### config.mk
export PLATFORM = sky130hd
export DESIGN_NAME = fifo_wr_arbiter
export DESIGN_NICKNAME = d
export VERILOG_FILES = /design/src/rtl/fifo_arb_pkg.sv /design/src/rtl/fifo_rr_picker.sv /design/src/rtl/fifo_wr_arbiter.sv
export SDC_FILE = /design/constraint.sdc
export NUM_CORES = 1
export LEC_CHECK = 0
export ABC_AREA = 1
export CAP_MARGIN = 5
export CORE_ASPECT_RATIO = 1.5
export CORE_MARGIN = 2
export CORE_UTILIZATION = 36
export CTS_CLUSTER_SIZE = 30
export DETAILED_ROUTE_END_ITERATION = 10
export PLACE_DENSITY = 0.78
export SYNTH_ARGS = -nofsm -noshare
export SYNTH_HDL_FRONTEND = slang
export SYNTH_SLANG_ARGS = --single-unit
### constraint.sdc
create_clock -name clk -period 1.9 [get_ports clk]
set_input_delay 0.38 -clock clk [delete_from_list [all_inputs] [get_ports clk]]
set_output_delay 0.38 -clock clk [all_outputs]
set_load 0.05 [all_outputs]
### src/rtl/fifo_arb_pkg.sv
// Shared types and helpers for the FIFO write-port arbiter.
package fifo_arb_pkg;

    typedef enum logic {
        ARB_IDLE   = 1'b0,
        ARB_LOCKED = 1'b1
    } arb_state_t;

    // Width of each per-producer grant statistics counter.
    localparam int GNT_CNT_W = 16;

    // Round-robin successor of idx among n producers.
    function automatic int rr_next(input int idx, input int n);
        return (idx + 1) % n;
    endfunction

endpackage

### src/rtl/fifo_rr_picker.sv
// Combinational round-robin picker: first set bit of req at or after rr_ptr,
// wrapping modulo NUM_REQ. Returns the one-hot pick and its index.
module fifo_rr_picker
    import fifo_arb_pkg::*;
#(
    parameter int NUM_REQ = 4
) (
    input  logic [NUM_REQ-1:0]         req,
    input  logic [$clog2(NUM_REQ)-1:0] rr_ptr,
    output logic [NUM_REQ-1:0]         pick,
    output logic [$clog2(NUM_REQ)-1:0] pick_idx
);

    localparam int IDX_W = $clog2(NUM_REQ);

    // Scan from rr_ptr upward; the first requester found wins.
    always_comb begin
        int   idx;
        logic found;
        pick     = '0;
        pick_idx = '0;
        found    = 1'b0;
        idx      = int'(rr_ptr);
        for (int k = 0; k < NUM_REQ; k++) begin
            if (!found && req[IDX_W'(idx)]) begin
                found    = 1'b1;
                pick_idx = IDX_W'(idx);
            end
            idx = rr_next(idx, NUM_REQ);
        end
        if (found) begin
            pick[pick_idx] = 1'b1;
        end
    end

endmodule

### src/rtl/fifo_wr_arbiter.sv
// Packet-level round-robin arbiter sharing one FIFO write port among
// NUM_REQ producers. Grants are withheld whenever the issued beat could
// overflow the FIFO. Optional per-producer grant counters are built when
// the FIFO_ARB_STATS_EN macro is defined; otherwise gnt_cnt_flat is 0.
module fifo_wr_arbiter
    import fifo_arb_pkg::*;
#(
    parameter int NUM_REQ    = 4,
    parameter int FIFO_WIDTH = 16,
    parameter int FIFO_DEPTH = 8,
    parameter int DROP_CNT_W = 8
) (
    input  logic                            clk,
    input  logic                            rst,
    input  logic [NUM_REQ-1:0]              req,
    input  logic [NUM_REQ-1:0]              req_last,
    input  logic [NUM_REQ*FIFO_WIDTH-1:0]   req_data,
    output logic [NUM_REQ-1:0]              gnt,
    output logic [FIFO_WIDTH-1:0]           fifo_data_in,
    output logic                            fifo_wr_en,
    input  logic                            fifo_full,
    input  logic                            fifo_almostfull,
    input  logic                            fifo_overflow,
    output logic [$clog2(NUM_REQ)-1:0]      owner,
    output logic                            busy,
    output logic [DROP_CNT_W-1:0]           drop_cnt,
    output logic [NUM_REQ*GNT_CNT_W-1:0]    gnt_cnt_flat
);

    localparam int IDX_W = $clog2(NUM_REQ);

    // Elaboration-time sizing sanity checks.
    if (NUM_REQ < 2 || NUM_REQ > 8 || FIFO_DEPTH < 2) begin : g_bad_params
        $error("fifo_wr_arbiter: unsupported NUM_REQ or FIFO_DEPTH");
    end

    arb_state_t             state_reg, state_next;
    logic [IDX_W-1:0]       rr_ptr_reg, rr_ptr_next;
    logic [IDX_W-1:0]       owner_reg, owner_next;
    logic [NUM_REQ-1:0]     pick;
    logic [IDX_W-1:0]       pick_idx;
    logic                   stall;
    logic [FIFO_WIDTH-1:0]  fifo_data_reg;
    logic                   fifo_wr_en_reg;
    logic [DROP_CNT_W-1:0]  drop_cnt_reg;
    logic [FIFO_WIDTH-1:0]  data_arr [NUM_REQ];

    generate
        for (genvar gi = 0; gi < NUM_REQ; gi++) begin : g_slice
            assign data_arr[gi] = req_data[gi*FIFO_WIDTH +: FIFO_WIDTH];
        end
    endgenerate

    fifo_rr_picker #(
        .NUM_REQ (NUM_REQ)
    ) u_picker (
        .req      (req),
        .rr_ptr   (rr_ptr_reg),
        .pick     (pick),
        .pick_idx (pick_idx)
    );

    // A beat issued now lands one edge after the in-flight write, so
    // almostfull only blocks when a write is already in flight.
    assign stall = fifo_full | (fifo_almostfull & fifo_wr_en_reg);

    // Next-state, grant and pointer logic.
    always_comb begin
        state_next  = state_reg;
        rr_ptr_next = rr_ptr_reg;
        owner_next  = owner_reg;
        gnt         = '0;
        if (!rst && !stall) begin
            case (state_reg)
                ARB_IDLE: begin
                    if (|req) begin
                        gnt        = pick;
                        owner_next = pick_idx;
                        if (req_last[pick_idx]) begin
                            rr_ptr_next = IDX_W'(rr_next(int'(pick_idx), NUM_REQ));
                        end else begin
                            state_next = ARB_LOCKED;
                        end
                    end
                end
                ARB_LOCKED: begin
                    // Lock holds even if the owner goes quiet mid-packet.
                    if (req[owner_reg]) begin
                        gnt[owner_reg] = 1'b1;
                        if (req_last[owner_reg]) begin
                            state_next  = ARB_IDLE;
                            rr_ptr_next = IDX_W'(rr_next(int'(owner_reg), NUM_REQ));
                        end
                    end
                end
            endcase
        end
    end

    // Arbiter state, round-robin pointer and owner registers.
    always_ff @(posedge clk) begin
        if (rst) begin
            state_reg  <= ARB_IDLE;
            rr_ptr_reg <= '0;
            owner_reg  <= '0;
        end else begin
            state_reg  <= state_next;
            rr_ptr_reg <= rr_ptr_next;
            owner_reg  <= owner_next;
        end
    end

    // Register the granted beat onto the FIFO write port.
    always_ff @(posedge clk) begin
        if (rst) begin
            fifo_wr_en_reg <= 1'b0;
            fifo_data_reg  <= '0;
        end else begin
            fifo_wr_en_reg <= |gnt;
            if (|gnt) begin
                fifo_data_reg <= data_arr[owner_next];
            end
        end
    end

    // Saturating count of cycles with the FIFO overflow flag raised.
    always_ff @(posedge clk) begin
        if (rst) begin
            drop_cnt_reg <= '0;
        end else if (fifo_overflow && !(&drop_cnt_reg)) begin
            drop_cnt_reg <= drop_cnt_reg + 1'b1;
        end
    end

`ifdef FIFO_ARB_STATS_EN
    generate
        for (genvar gi = 0; gi < NUM_REQ; gi++) begin : g_stats
            logic [GNT_CNT_W-1:0] cnt_reg;
            // Saturating grant counter for producer gi.
            always_ff @(posedge clk) begin
                if (rst) begin
                    cnt_reg <= '0;
                end else if (gnt[gi] && !(&cnt_reg)) begin
                    cnt_reg <= cnt_reg + 1'b1;
                end
            end
            assign gnt_cnt_flat[gi*GNT_CNT_W +: GNT_CNT_W] = cnt_reg;
        end
    endgenerate
`else
    assign gnt_cnt_flat = '0;
`endif

    assign fifo_wr_en   = fifo_wr_en_reg;
    assign fifo_data_in = fifo_data_reg;
    assign owner        = owner_reg;
    assign busy         = (state_reg == ARB_LOCKED) | fifo_wr_en_reg;
    assign drop_cnt     = drop_cnt_reg;

endmodule

# Word level (Yosys, flattened, before mapping)
# Cells that the tools add are included.
# totals
ff_bits,30
elab_cells,98
output_inout_bits,96
in_bits,77
# op_classes
n_eq_ne,4
add_sub_neg,6
n_mux,51
reduce_logical,17
bitwise_logic,5
n_lt_le_gt_ge,9
# ops
cell,n
$bmux 16 s2,1
$mux 16,2
$mux 2,11
$mux 1,21
$lt 2x4->1 const B,4
$mux 4,4
$bmux 1 s2,7
$add 8x1->8 const B,1
$pmux 4 s2,1
$reduce_and 8->1,1
$reduce_or 4->1,2
$logic_and 1x1->1,7
$add 2x1->2 const B,3
$logic_not 1->1,6
$lt 2x3->1 const B,2
$reduce_and 5->1,1
$add 2x2->2 const B,2
$demux 1 s2,2
$ge 2x1->1 const B,2
$ne 2x1->1 const B,2
$ne 2x2->1 const B,2
$pmux 2 s2,1
$ge 3x3->1 const B,1
$not 2->3,1
4 further kinds,5

# Longest topological paths before layout
# Gate-level depths: netlist of the first run.
# depth
ltp_word,22
ltp_mapped,19
depth_no_buf,17

# By module
# A second synthesis of the first run with hierarchy kept.
# hier_totals
hier_cells,524
area_unflattened_um2,3216.8
# modules_own_cells
mod,seq_area_each_um2,area_each_um2,cells_each,n_inst
fifo_wr_arbiter,600.6,2905.3,459,1
fifo_rr_picker,0.0,311.5,65,1

# Least setup slack after synthesis of the first run
# Ideal clock, no wire load.
# synth_path
path_kind,reg-to-output
start,"register owner_reg[0], in the netlist owner[0]"
end,output gnt[3]
required_time_ns,1.520
path_stages_with_launch,10
arrival_time_ns,1.768
path_slack_ns,-0.248
path_buffers,1
path_cell_list,dfxtp_1 buf_2 nand2_1 o21ai_0 nand2_1 nand3_1 nand4_1 nand2_1 nand3_2 inv_1
# synth_via
elab_chain_cells,7
word_cells_on_any_way,10
classes_between,order compare (2); mux (7); reduce/logical (1)
# synth_rtl
item,line,text
from (decl),fifo_wr_arbiter.sv:39,"logic [IDX_W-1:0] owner_reg, owner_next;"
from (signal assigned),fifo_wr_arbiter.sv:109,owner_reg <= owner_next;
$lt 2x3->1 (not written as such) / $ge 2x1->1 (equally long branches),fifo_wr_arbiter.sv:89,gnt[owner_reg] = 1'b1;
$logic_and 1x1->1 (not written as such),fifo_wr_arbiter.sv:89,
$mux 1 (not written as such),fifo_wr_arbiter.sv:89,
$demux 1 s2,fifo_wr_arbiter.sv:89,
$mux 4 (*),fifo_wr_arbiter.sv:88,if (req[owner_reg]) begin
$pmux 4 s2 (*),fifo_wr_arbiter.sv:74,case (state_reg)
$mux 4 (*),fifo_wr_arbiter.sv:73,if (!rst && !stall) begin
to (decl),fifo_wr_arbiter.sv:18,"output logic [NUM_REQ-1:0] gnt,"
# Mark *: on every way between the ends. The rest lies on a longest branch, timed or not. The select of a mux whose other input is x is not followed.

# Final worst setup path of the first run
# layout_path
start,register rr_ptr_reg[0]
end,output gnt[2]
# layout_via
elab_chain_cells,21
word_cells_on_any_way,38
classes_between,add/sub (3); order compare (2); mux (26); reduce/logical (7)
# layout_rtl
item,line,text
from (decl),fifo_wr_arbiter.sv:38,"logic [IDX_W-1:0] rr_ptr_reg, rr_ptr_next;"
from (signal assigned),fifo_wr_arbiter.sv:108,rr_ptr_reg <= rr_ptr_next;
"parallel branches: the longest is 17 deep, another holds $lt 2x3->1",--,
$mux 4 (*),fifo_rr_picker.sv:31,if (found) begin
$mux 4 (*),fifo_wr_arbiter.sv:76,if (|req) begin
$pmux 4 s2 (*),fifo_wr_arbiter.sv:74,
$mux 4 (*),fifo_wr_arbiter.sv:73,
# Every way passes the cells marked *. The select of a mux whose other input is x is not followed.

==> results of run 1 <==
worst paths after layout:
| path | to | slack [ns] | cells after the start |
|---|---|---|---|
| max reg2reg | rr_ptr_reg[1]$_SDFFE_PP0P_ | -0.36 | 19 |
| min reg2reg | drop_cnt[0]$_SDFFE_PP0P_ | 0.47 | 1 |
| min | drop_cnt[0]$_SDFFE_PP0P_ | 0.47 | 1 |
| max | gnt[2] | -0.43 | 15 |
cell usage after synthesis (all sizes together):
master  count
a21boi      2
ha          1
nand2     196
buf        80
nand3      69
dfxtp      30
nand4       9
inv        49
nor2       50
or2         1
o21ai      11
nand3b      1
xor2        1
o211ai      1
clkbuf      2
a21oi      10
conb        1
nor3        2
and2        1
nor3b       1
a211oi      1
worst max-delay path, cell delays in order, from the launching register on:
cell and delay [ns]:
dfxtp_4 0.37, buf_12 0.14, clkinv_8 0.08, nand2_4 0.06, nand2_4 0.06, nand2_2 0.08, nand2_2 0.06, nand2_2 0.08
nand2_2 0.07, nand2_4 0.07, nand3_4 0.12, nand2_2 0.08, nand2_2 0.06, nand2_4 0.09, clkinvlp_4 0.10, buf_12 0.15
what timing repair did:
item	CTS	global route
hold endpoints to repair	0	0
buffers inserted	6	5
pin swaps	10	7
gates cloned	1	6
setup endpoints to repair	25	26
gates resized for setup	16	37
routing by layer:
layer | GRT usage [%] | up-vias | wire, µm
li1 | - | 1777 | -
met1 | 19.80 | 1543 | 3469
met2 | 35.16 | 162 | 5271
met3 | 2.214 | 18 | 545
met4 | 7.733 | 0 | 249
met5 | 0 | - | 0
kinds of logic after synthesis:
logic type,count (synthesis)
flip-flops,30
other,1
AO/OA/AOI/OAI,25
buffers and inverters,131
AND/OR/NAND/NOR,330
XOR/XNOR,1
adder cells (fa/ha/maj),1
final cells by class:
type	count	area [µm²]	share of cell area, %
multi-input combinational	421	2227	44.32
timing repair buffer	156	1632	32.47
sequential	30	610.6	12.15
inverter	49	207.7	4.133
clock buffer	6	138.9	2.764
tap	107	133.9	2.664
clock inverter	2	60.06	1.195
timing repair inverter	2	15.01	0.2988
report_power, final:
part           internal [µW]  switching [µW]
Combinational           2600            3580
Clock                    785             268
Sequential               795             118
Total                   4180            3960
metrics by stage:
stage | hold slack (ns) | utilization (%) | power, µW
finish | 0.4664 | 59.36 | 8140
floorplan | 0.4450 | - | 4712
global route | 0.4915 | 59.36 | 8706
detailed placement | 0.4571 | 52.24 | 5950
CTS | 0.4653 | 55.85 | 7461
global placement | 0.4421 | 52.24 | 5908
==> run_results.csv, run 1 <==
group,metric,value,unit
status,status,"finished with violations",
status,violations,"negative setup slack",
clock_network,cts_sinks,30,
timing,rsz0062_at_grt,"yes",
die,num_rows,41,
setup_path,cp.required,1.52,ns
die,design.core.area,8464,µm²
global_route,grt_first_pass_wirelength,14070,µm
synthesis,avgSynthCellArea,6.046,µm²
finish,nets,743,
setup_path,start_kind,"flop",
die,die_w,80.23,µm
placement,placed_cells,747,
clock_network,clock-root-buffer,"clkbuf_16",
global_route,antenna_found_initial,0,
synthesis,syn-cell-area,3138,µm²
die,io_pins,173,
placement,dp_hpwl,7080,µm
finish,largest_register_ffs,16,
timing,tns,-7.894,ns
global_route,grt_pass1_vias,3118,
timing,finalCriticalPeriod,2.326,ns
synthesis,yosys.area_share.simple,50.00,%
synthesis,synth_compound_area_share,4.665,%
synthesis,ys_ff_latch,30,
setup_path,arrival,1.95,ns
timing,setup_ws,-0.4263,ns
synthesis,synthXorXnorAreaFrac,0.2791,%
run,maxCapViolCount,0,
clock_network,cts_max_level,2,
synthesis,synthAdderAreaFrac,0.3987,%
finish,fin_cells,773,
timing,relSlewSlack,66.32,%
synthesis,yosys-top-cells-area,"nand2_1, dfxtp_1, buf_4, nand3_1, inv_1",
placement,dpl_cell_area,4422,µm²
clock_network,cts_hold_buf,0,
finish,design_area,5025,µm²
clock_network,worstSkewPairLatency,0.28,ns
setup_path,crit_path_end_kind,"output pin",
placement,place_congestion,0.8895,
clock_network,cts_tree,"built",
synthesis,yosysSeqAreaShare,19.14,%
drt,drt-total-wl,9536,µm
timing,worstMarginPinSlew,0.5037,ns
hold_path,hold_class,"flop to flop",
finish,drive_above_1_share,27.03,%
placement,pre_cts_ws,-0.5989,ns
setup_path,crit_path_max_fanout,6,
synthesis,ys_types,35,
timing,period_share,122.4,%
clock_network,clk_pin_slew,0.05,ns
die,die_h,118.3,µm
drt,drcViolationCount,0,
power_and_ir_drop,vdd_drop_max,0.0009355,V
die,die_area,9495,µm²
setup_path,crit_start,"rr_ptr_reg[0]$_SDFFE_PP0P_",
drt,detail-route-antenna-nets,0,
setup_path,critical_path.reg2reg.startpoint,"rr_ptr_reg[0]$_SDFFE_PP0P_",
timing,timing.final.hold_violations,0,
finish,syn2layout_area_growth,60.13,%
synthesis,yosys_warnings,0,
drt,vias,3500,
drt,routedWlPerCell,12.34,µm
hold_path,worstHoldStart,"drop_cnt[0]$_SDFFE_PP0P_",
timing,fmaxAchievable,0.4299,GHz
timing,final.setup_skew,0.005358,ns
global_route,grt_max_degree,33,
synthesis,synth_top_family_by_area,"simple AND/OR/NAND/NOR gates",
clock_network,cts_buffer_depth,2,
drt,dr.pass1.iters,4,
synthesis,yosys.area.top_type,"nand2_1",
finish,nFillCells,771,
synthesis,synth_top_area_share,20.93,%
setup_path,criticalPathCategory,"flop to output pin",
synthesis,synth.area.mux_share,0,%
synthesis,syn_inst,519,
placement,io_buffers,108,
power_and_ir_drop,power.density,1620,nW/µm²
global_route,grt-ovfl-total,0,
finish,layout_common_cells,"nand2_1, clkdlybuf4s50_1, conb_1",
global_route,grt_use_total,18.52,%
clock_network,numCtsBuffers,5,
timing,maxSlewViolCount,0,
power_and_ir_drop,p_leak,0.002569,µW
finish,diodes,0,
timing,setup_violations,24,
drt,via_per_inst,4.528,
finish,final_common_cell,"nand2_1",
die,initial_core_util,37.07,%
drt,drt-initial-drc-count,76,
Note: power is estimated with default switching activity, not from simulation.
==> inputs of run 2 (changes only) <==
--- a/config.mk
+++ b/config.mk
@@ -8,8 +8,8 @@
 export ABC_AREA = 1
 export CAP_MARGIN = 5
 export CORE_ASPECT_RATIO = 1.5
-export CORE_MARGIN = 2
 export CORE_UTILIZATION = 36
+export CTS_CLUSTER_DIAMETER = 30
 export CTS_CLUSTER_SIZE = 30
 export DETAILED_ROUTE_END_ITERATION = 10
 export PLACE_DENSITY = 0.78
==> constraint.sdc (replaced) <==
create_clock -name clk -period 1.9 [get_ports clk]
set_input_delay 0.38 -clock clk [delete_from_list [all_inputs] [get_ports clk]]
set_output_delay 0.38 -clock clk [all_outputs]
set_load 0.02 [all_outputs]
==> run 2 against run 1 <==
The flow still finishes with violations (negative setup slack). Die area shrank 4.1%. Final area shrank 3.1%. Register-to-register slack gained 0.09 ns. Largest cell class unchanged. Wire length shrank 5.6%. Final cell count grew 0.26%. Clock power is essentially flat.
==> run_results.csv, run 2 (same netlist as run 1, synthesis figures left out) <==
group,metric,value,unit
global_route,grt_use_total,19.05,%
drt,drt-initial-drc-count,107,
placement,io_buffers,108,
die,die_h,116.3,µm
timing,maxSlewViolCount,0,
drt,via_per_inst,4.465,
setup_path,critPathSlowestCell,"dfxtp_2",
finish,diodes,0,
run,maxCapViolCount,0,
setup_path,cp.required,1.52,ns
status,status,"finished with violations",
timing,fmaxAchievable,0.4477,GHz
timing,setup_violations,21,
setup_path,max_stage_delay,0.33,ns
setup_path,crit_path_max_fanout,11,
setup_path,criticalPathCategory,"flop to output pin",
finish,final_common_cell,"nand2_1",
clock_network,worstSkewPairLatency,0.27,ns
finish,post-route-util,57.88,%
finish,design_area,4870,µm²
setup_path,r2r_slack,-0.27,ns
power_and_ir_drop,power.density,1431,nW/µm²
setup_path,cp_cell_sequence,"buf_12 -> inv_12 -> nand2_1 -> nand2_1 -> nand2_2 -> nand2_4 -> nand4_1 -> nand4_4 -> nor2_4 -> nor2_2 -> nor2_4 -> buf_6",
clock_network,clock-root-buffer,"clkbuf_16",
global_route,antenna_found_initial,0,
clock_network,cts_max_level,2,
die,io_pins,173,
power_and_ir_drop,vdd_drop_max,0.0007004,V
die,initial_core_util,37.30,%
finish,drive_above_1_share,23.35,%
global_route,grt_first_pass_wirelength,13880,µm
placement,dpl_cell_area,4422,µm²
drt,dr.pass1.iters,4,
timing,period_share,117.6,%
timing,final.setup_skew,0.004443,ns
finish,largest_register_ffs,16,
setup_path,crit_path_end_kind,"output pin",
global_route,grt_pass1_vias,3040,
finish,layout_common_cells,"nand2_1, clkdlybuf4s50_1, conb_1",
power_and_ir_drop,p_leak,0.002477,µW
global_route,grt_max_degree,33,
setup_path,start_kind,"flop",
finish,fin_cells,775,
drt,drt-total-wl,8999,µm
finish,nets,745,
timing,tns,-5.153,ns
status,violations,"negative setup slack",
placement,pre_cts_ws,-0.9637,ns
clock_network,clk_pin_slew,0.05,ns
clock_network,numCtsBuffers,5,
drt,routedWlPerCell,11.61,µm
hold_path,hold_class,"flop to flop",
finish,syn2layout_area_growth,55.18,%
timing,rsz0062_at_grt,"yes",
clock_network,cts_tree,"built",
placement,dp_hpwl,6824,µm
timing,setup_ws,-0.3338,ns
global_route,grt-ovfl-total,0,
drt,vias,3460,
drt,drcViolationCount,0,
placement,place_congestion,0.8775,
die,die_area,9102,µm²
timing,finalCriticalPeriod,2.234,ns
timing,timing.final.hold_violations,0,
placement,placed_cells,758,
die,num_rows,41,
die,die_w,78.23,µm
clock_network,cts_buffer_depth,2,
clock_network,cts_sinks,30,
setup_path,arrival,1.85,ns
die,design.core.area,8413,µm²
drt,detail-route-antenna-nets,0,
-- run 2: cell types whose count changed in the layout (fill, tap and decap cells not counted), moves of 6 or more --
cell             before  now
nor2_4               16    5
nor2_2               10   21
buf_4                49   40
nand3_2              12    6
clkdlybuf4s50_1      84   99
-- run 2: area by class of cell --
type / instances / area, µm²
timing repair inverter: 2 / 15.01
sequential: 30 / 604.3
clock inverter: 2 / 60.06
tap: 107 / 133.9
inverter: 49 / 201.4
clock buffer: 6 / 138.9
fill: 820 / 3543
multi-input combinational: 421 / 2135
timing repair buffer: 158 / 1582
-- run 2: critical path: cells and delay by family (launching register included) --
family | cells | cell delay, ns
and+or+nand+nor | 9 | 0.92
DFF | 1 | 0.33
buffers and inverters | 3 | 0.31
-- run 2: layer usage --
metal | global-route usage, % | vias up | wire, µm
li1 | - | 1786 | -
met1 | 21.06 | 1513 | 3409
met2 | 37.31 | 146 | 4986
met3 | 1.641 | 15 | 384
met4 | 7.037 | 0 | 218
met5 | 0 | - | 0
-- run 2: final timing paths --
kind | endpoint | depth (start not counted) | startpoint
max | gnt[0] | 12 | rr_ptr_reg[0]$_SDFFE_PP0P_
min | state_reg$_SDFFE_PP0P_ | 2 | state_reg$_SDFFE_PP0P_
max reg2reg | fifo_data_in[5]$_SDFFE_PP0P_ | 15 | rr_ptr_reg[0]$_SDFFE_PP0P_
min reg2reg | state_reg$_SDFFE_PP0P_ | 2 | state_reg$_SDFFE_PP0P_
-- run 2: timing repair --
action,in CTS,in global routing
setup buffers,4,1
setup endpoints to repair,28,26
pin swaps,14,3
cloned,0,4
hold buffers,0,0
gates resized for setup,52,19
-- run 2: per-stage QoR --
step,total power [µW],hold WS (ns)
after floorplan,4032,0.4491
after global placement,5289,0.4716
after detailed placement,5356,0.4908
after CTS,6655,0.4988
after global routing,7515,0.5287
final,6968,0.4991
-- run 2: report_power, final --
group	total, µW	leakage [µW]	switching, µW	internal (µW)
clock	1070	0.0000971	279	786
combinational	5010	0.00213	2840	2170
sequential	892	0.000247	103	788
total	6970	0.00248	3230	3740
